===== src/rtl/fu_lsu.sv =====
// Load/store unit: a one-slot issue stage feeding memory, plus an in-order tracking FIFO
// that pairs each memory response with the operation that issued it.
module fu_lsu #(
    parameter int unsigned ADDR_W = 32,
    parameter int unsigned TAG_W  = 6,
    parameter int unsigned DEPTH  = 4
) (
    input  logic              clk,
    input  logic              resetn,
    input  logic              flush,
    input  logic              in_valid,
    output logic              in_ready,
    input  logic [7:0]        in_op,
    input  logic [31:0]       in_base,
    input  logic [31:0]       in_imm,
    input  logic [31:0]       in_sdata,
    input  logic [TAG_W-1:0]  in_tag,
    input  logic              in_rf_we,
    output logic              mem_req_valid,
    input  logic              mem_req_ready,
    output logic [3:0]        mem_we,
    output logic [ADDR_W-1:0] mem_addr,
    output logic [31:0]       mem_wdata,
    input  logic              mem_resp_valid,
    input  logic [31:0]       mem_rdata,
    output logic              out_valid,
    output logic [TAG_W-1:0]  out_tag,
    output logic              out_rf_we,
    output logic [31:0]       out_wdata,
    output logic [1:0]        out_exc
);
    localparam int unsigned PTR_W = $clog2(DEPTH);
    localparam int unsigned CNT_W = PTR_W + 1;

    // Stage A
    logic              a_valid;
    logic [7:0]        a_op;
    logic [TAG_W-1:0]  a_tag;
    logic              a_rf_we;
    logic [31:0]       a_sdata;
    logic [ADDR_W-1:0] a_vaddr;

    logic [31:0]       vaddr_sum;
    logic              a_byte, a_half, a_word, a_load, a_store, a_mis;
    logic [3:0]        a_be;
    logic              fifo_full, fifo_empty;
    logic              req_fire, exc_leave, a_leave, pop;

    // Tracking FIFO
    logic [TAG_W-1:0]  f_tag   [DEPTH];
    logic [7:0]        f_op    [DEPTH];
    logic [3:0]        f_be    [DEPTH];
    logic              f_rf_we [DEPTH];
    logic [DEPTH-1:0]  f_kill;
    logic [PTR_W-1:0]  wr_ptr, rd_ptr;
    logic [CNT_W-1:0]  count;

    logic [7:0]        h_op;
    logic [3:0]        h_be;
    logic [7:0]        rd_byte;
    logic [15:0]       rd_half;
    logic [31:0]       load_data;

    assign vaddr_sum = in_base + in_imm;

    assign a_byte  = a_op[7] | a_op[6] | a_op[2];
    assign a_half  = a_op[5] | a_op[4] | a_op[1];
    assign a_word  = a_op[3] | a_op[0];
    assign a_load  = |a_op[7:3];
    assign a_store = |a_op[2:0];
    assign a_mis   = (a_half & a_vaddr[0]) | (a_word & (a_vaddr[1:0] != 2'b00));

    always_comb begin
        a_be = 4'b0000;
        if (a_byte) begin
            a_be = 4'b0001 << a_vaddr[1:0];
        end else if (a_half) begin
            a_be = a_vaddr[1] ? 4'b1100 : 4'b0011;
        end else if (a_word) begin
            a_be = 4'b1111;
        end
    end

    always_comb begin
        mem_wdata = 32'd0;
        if (a_op[2]) begin
            mem_wdata = {4{a_sdata[7:0]}};
        end else if (a_op[1]) begin
            mem_wdata = {2{a_sdata[15:0]}};
        end else if (a_op[0]) begin
            mem_wdata = a_sdata;
        end
    end

    assign fifo_full  = (count == CNT_W'(DEPTH));
    assign fifo_empty = (count == '0);

    assign mem_req_valid = a_valid & ~a_mis & ~fifo_full & ~flush;
    assign mem_we        = a_store ? a_be : 4'b0000;
    assign mem_addr      = a_vaddr;
    assign req_fire      = mem_req_valid & mem_req_ready;
    // A misaligned op retires only once everything older has drained, keeping results in order.
    assign exc_leave     = a_valid & a_mis & fifo_empty & ~flush;
    assign a_leave       = req_fire | exc_leave;
    assign in_ready      = ~flush & (~a_valid | a_leave);
    assign pop           = mem_resp_valid & ~fifo_empty;

    always_ff @(posedge clk or negedge resetn) begin
        if (!resetn) begin
            a_valid <= 1'b0;
            a_op    <= '0;
            a_tag   <= '0;
            a_rf_we <= 1'b0;
            a_sdata <= '0;
            a_vaddr <= '0;
        end else if (flush) begin
            a_valid <= 1'b0;
        end else if (in_valid && in_ready) begin
            a_valid <= 1'b1;
            a_op    <= in_op;
            a_tag   <= in_tag;
            a_rf_we <= in_rf_we;
            a_sdata <= in_sdata;
            a_vaddr <= ADDR_W'(vaddr_sum);
        end else if (a_leave) begin
            a_valid <= 1'b0;
        end
    end

    always_ff @(posedge clk or negedge resetn) begin
        if (!resetn) begin
            wr_ptr <= '0;
            rd_ptr <= '0;
            count  <= '0;
            f_kill <= '0;
            for (int i = 0; i < DEPTH; i++) begin
                f_tag[i]   <= '0;
                f_op[i]    <= '0;
                f_be[i]    <= '0;
                f_rf_we[i] <= 1'b0;
            end
        end else begin
            if (req_fire) begin
                f_tag[wr_ptr]   <= a_tag;
                f_op[wr_ptr]    <= a_op;
                f_be[wr_ptr]    <= a_be;
                f_rf_we[wr_ptr] <= a_rf_we;
                wr_ptr          <= wr_ptr + PTR_W'(1);
            end
            if (flush) begin
                f_kill <= '1;
            end else if (req_fire) begin
                f_kill[wr_ptr] <= 1'b0;
            end
            if (pop) begin
                rd_ptr <= rd_ptr + PTR_W'(1);
            end
            if (req_fire && !pop) begin
                count <= count + CNT_W'(1);
            end else if (!req_fire && pop) begin
                count <= count - CNT_W'(1);
            end
        end
    end

    assign h_op = f_op[rd_ptr];
    assign h_be = f_be[rd_ptr];

    always_comb begin
        case (h_be)
            4'b0010: rd_byte = mem_rdata[15:8];
            4'b0100: rd_byte = mem_rdata[23:16];
            4'b1000: rd_byte = mem_rdata[31:24];
            default: rd_byte = mem_rdata[7:0];
        endcase
        rd_half = h_be[2] ? mem_rdata[31:16] : mem_rdata[15:0];
    end

    always_comb begin
        load_data = 32'd0;
        if (h_op[7]) begin
            load_data = {{24{rd_byte[7]}}, rd_byte};
        end else if (h_op[6]) begin
            load_data = {24'd0, rd_byte};
        end else if (h_op[5]) begin
            load_data = {{16{rd_half[15]}}, rd_half};
        end else if (h_op[4]) begin
            load_data = {16'd0, rd_half};
        end else if (h_op[3]) begin
            load_data = mem_rdata;
        end
    end

    always_ff @(posedge clk or negedge resetn) begin
        if (!resetn) begin
            out_valid <= 1'b0;
            out_tag   <= '0;
            out_rf_we <= 1'b0;
            out_wdata <= '0;
            out_exc   <= 2'b00;
        end else begin
            out_valid <= 1'b0;
            out_tag   <= '0;
            out_rf_we <= 1'b0;
            out_wdata <= '0;
            out_exc   <= 2'b00;
            if (pop && !f_kill[rd_ptr] && !flush) begin
                out_valid <= 1'b1;
                out_tag   <= f_tag[rd_ptr];
                out_rf_we <= (|h_op[7:3]) & f_rf_we[rd_ptr];
                out_wdata <= load_data;
            end else if (exc_leave) begin
                out_valid <= 1'b1;
                out_tag   <= a_tag;
                out_wdata <= 32'(a_vaddr);
                out_exc   <= a_load ? 2'b01 : 2'b10;
            end
        end
    end

endmodule


===== config.mk =====
export PLATFORM = sky130hd
export DESIGN_NAME = fu_lsu
export DESIGN_NICKNAME = d
export VERILOG_FILES = /design/src/rtl/fu_lsu.sv
export SDC_FILE = /design/constraint.sdc
export NUM_CORES = 1
export LEC_CHECK = 0
export CORE_MARGIN = 3
export CORE_UTILIZATION = 40
export DETAILED_ROUTE_END_ITERATION = 12
export GPL_ROUTABILITY_DRIVEN = 0
export PLACE_DENSITY = 0.66
export REMOVE_ABC_BUFFERS = 1
export SYNTH_ARGS = -nofsm -noshare
export SYNTH_HDL_FRONTEND = slang
export SYNTH_SLANG_ARGS = --single-unit

===== constraint.sdc =====
create_clock -name clk -period 3.6 [get_ports clk]
set_input_delay 0.72 -clock clk [delete_from_list [all_inputs] [get_ports clk]]
set_output_delay 0.72 -clock clk [all_outputs]
set_load 0.02 [all_outputs]

==> flow_metrics.env <==
export IMPL_routed_wl_mm=32.7
export IMPL_finalClockSkew_ps=13.9
export IMPL_grt_first_pass_wirelength_mm=51.0
export IMPL_syn_area_per_cell_sq_um=9.53
export IMPL_syn2layout_area_growth_pct=34.6
export IMPL_start_util=0.407
export IMPL_fin_cells=1725
export IMPL_antenna_found_initial=1
export IMPL_drc=0
export IMPL_critPathMaxStageDelay_ps=550
export IMPL_critPathLaunchType="flip-flop"
export IMPL_fin_ws_ps=81.5
export IMPL_final_common_cell="nand2_1"
export IMPL_required_ps=2880
export IMPL_yosysTopAreaCell="dfrtp_1"
export IMPL_final_period_utilization=0.977
export IMPL_fp_dieW_microns=169
export IMPL_hold_ws_ps=311
export IMPL_cts_sinks=197
export IMPL_arrival_ps=2800
export IMPL_mostFrequentLayoutCells="nand2_1, clkdlybuf4s50_1, dfrtp_1"
export IMPL_synth_area_top_cells="dfrtp_1, nand2_1, mux2_2"
export IMPL_ir_worst_vdd_mv=0.343
export IMPL_detail_route_antenna_nets=0
export IMPL_period_minus_slack_ps=3520
export IMPL_ys_async_sr_fraction=1.00
export IMPL_root_buffer="clkbuf_16"
export IMPL_worstSetupPathType="flip-flop to primary output"
export IMPL_cp_top_family="simple AND/OR/NAND/NOR gates"
export IMPL_first_pass_iters=5
export IMPL_drv_slew=0
export IMPL_syn_inst=1117
export IMPL_synth_edf_count=0
export IMPL_critPathMaxFanout=9
export IMPL_clock_path_buffers=2
export IMPL_pre_cts_ws_ps=-201
export IMPL_yosysWarnings=0
export IMPL_htreeDepth=4
export IMPL_cp_slowest_cell="clkdlybuf4s50_1"
export IMPL_grt_max_degree=84
export IMPL_status="finished, final reports clean"
export IMPL_max_freq_ghz=0.284
export IMPL_cp_buffers_inverters=2
export IMPL_worstHoldPathType="primary input to asynchronous set/reset pin"
export IMPL_crit_chain="buf_4 -> nor3_1 -> nor2_1 -> a21oi_1 -> nor2_1 -> nor2_1 -> nor2_1 -> clkdlybuf4s50_1"
export IMPL_placement_io_buffers=260
export IMPL_coreArea_sq_mm=0.0261
export IMPL_finalHoldViolCount=0
export IMPL_critPathCaptureType="primary output"
export IMPL_clock_latency_ps=440
export IMPL_cp_common_cell="nor2_1"
export IMPL_grt_pass1_vias=9290
export IMPL_antennaDiodeCount=0
export IMPL_yosysTopAreaCellShare=0.463
export IMPL_tns_ps=0
export IMPL_dpl_hpwl_mm=24.5
export IMPL_vias=9189
export IMPL_wire_per_inst_microns=18.9
export IMPL_ys_types=65
export IMPL_design_power_total_mw=8.84
export IMPL_drt_iter0_markers=589
export IMPL_nets=1564
export IMPL_ys_ff_latch=197
export IMPL_setup_viol_count_final=0
export IMPL_dp_cells=1693
export IMPL_via_per_inst=5.33
export IMPL_syn_cell_area_sq_mm=0.0106
export IMPL_ys_flop_type="dfrtp_1"
export IMPL_die_area_sq_mm=0.0286
export IMPL_numCtsBuffers=17
export IMPL_grt_setup_unrepaired="yes"
export IMPL_io_pins=261
export IMPL_drive_above_1_share=0.112
export IMPL_grtUsageTotal=0.226
export IMPL_powerDensity_mw_per_mm2=617
export IMPL_cts_tree="done"
export IMPL_seq_area_frac_synth=0.463
export IMPL_rows=59
export IMPL_worst_pin_slew_ps=1050
export IMPL_gr_total_overflow=0
export IMPL_p_leak_nw=6.65
export IMPL_slew_headroom=0.296
export IMPL_maxCapViolCount=0
export IMPL_fp_dieH_microns=169
export IMPL_clk_pin_slew_worst_paths_ps=80
==> synth_stat cells, types with 15 or more instances <==
cell type  instances
nand2_1          301
dfrtp_1          197
o21ai_0           81
nor2_1            51
a21oi_1           50
mux2_2            50
clkbuf_1          44
ha_1              36
a21o_1            33
a221o_1           30
inv_1             18
mux4_2            17
nor2b_1           15
nor3_1            15
==> metrics by stage <==
stage,util,area (sq um)
after floorplan,-,10400
after global placement,0.526,13800
after detailed placement,0.526,13800
after CTS,0.548,14300
after global routing,0.548,14300
final,0.548,14300
==> worst reg2reg max path, cell delays in order, from the launching register on <==
cell and delay [ps]:
dfrtp_1 480, buf_4 370, mux4_2 560, or3_1 580
and3b_1 930, a221o_1 260
==> what timing repair did <==
action / in CTS / in global routing
hold buffers: 0 / 0
setup buffers: 0 / 0
setup endpoints to repair: 0 / 3
resized for setup: 0 / 2
endpoints found under the hold margin: 0 / 0
==> power breakdown <==
part	leakage [nW]	switching (mW)	internal [mW]	total, mW
sequential	2.56	0.468	2.80	3.27
combinational	3.81	1.95	1.72	3.67
clock	0.280	0.921	0.979	1.90
total	6.65	3.34	5.50	8.84
==> per-layer routing <==
metal	track usage	vias to the layer above	wire length, microns
met5	0	-	9
met2	0.369	309	15500
met4	0.0765	2	943
met1	0.305	4387	14200
li1	-	4437	-
met3	0.0429	54	2090
==> worst paths after layout <==
path                                  startpoint                 endpoint  slack, ps  cells past startpoint
max                          a_op[1]$_DFFE_PN0P_                mem_we[1]         80                      8
min                                       resetn  a_sdata[18]$_DFFE_PN0P_        310                      1
max reg2reg                rd_ptr[0]$_DFFE_PN0P_  out_wdata[23]$_DFF_PN0_        350                      5
min reg2reg                 f_be[11]$_DFFE_PN0P_     f_be[11]$_DFFE_PN0P_        480                      2
max in group asynchronous                 resetn  out_wdata[25]$_DFF_PN0_       2360                      2
min in group clk            f_be[11]$_DFFE_PN0P_     f_be[11]$_DFFE_PN0P_        480                      2
==> cells by family (layout without fill, tap and decap cells) <==
logic type | count (synthesis) | in the layout | share of synthesized area
AO/OA/AOI/OAI | 270 | 270 | 0.170
XOR/XNOR | 28 | 28 | 0.0230
multiplexers | 73 | 73 | 0.0945
buffers and inverters | 83 | 356 | 0.0337
adder cells (fa/ha/maj) | 38 | 38 | 0.0461
flip-flops | 197 | 197 | 0.463
AND/OR/NAND/NOR | 428 | 428 | 0.170
==> registers in the layout, indices dropped and copies added, names as in the netlist, 8 cells and up <==
signal	flops
a_op	8
a_sdata	32
f_be	16
f_op	20
f_tag	24
mem_addr	32
out_wdata	32
==> area by class of cell <==
| cell class | instances | area (sq um) |
|---|---|---|
| fillers | 2430 | 11800 |
| well taps | 335 | 419 |
| multi-input cells | 837 | 5370 |
| flip-flops and latches | 197 | 4930 |
| repair buffers | 305 | 2970 |
| inverters | 19 | 71.3 |
| clock inverters | 14 | 140 |
| clock buffers | 18 | 429 |
Power figures use the tool's default switching activity.
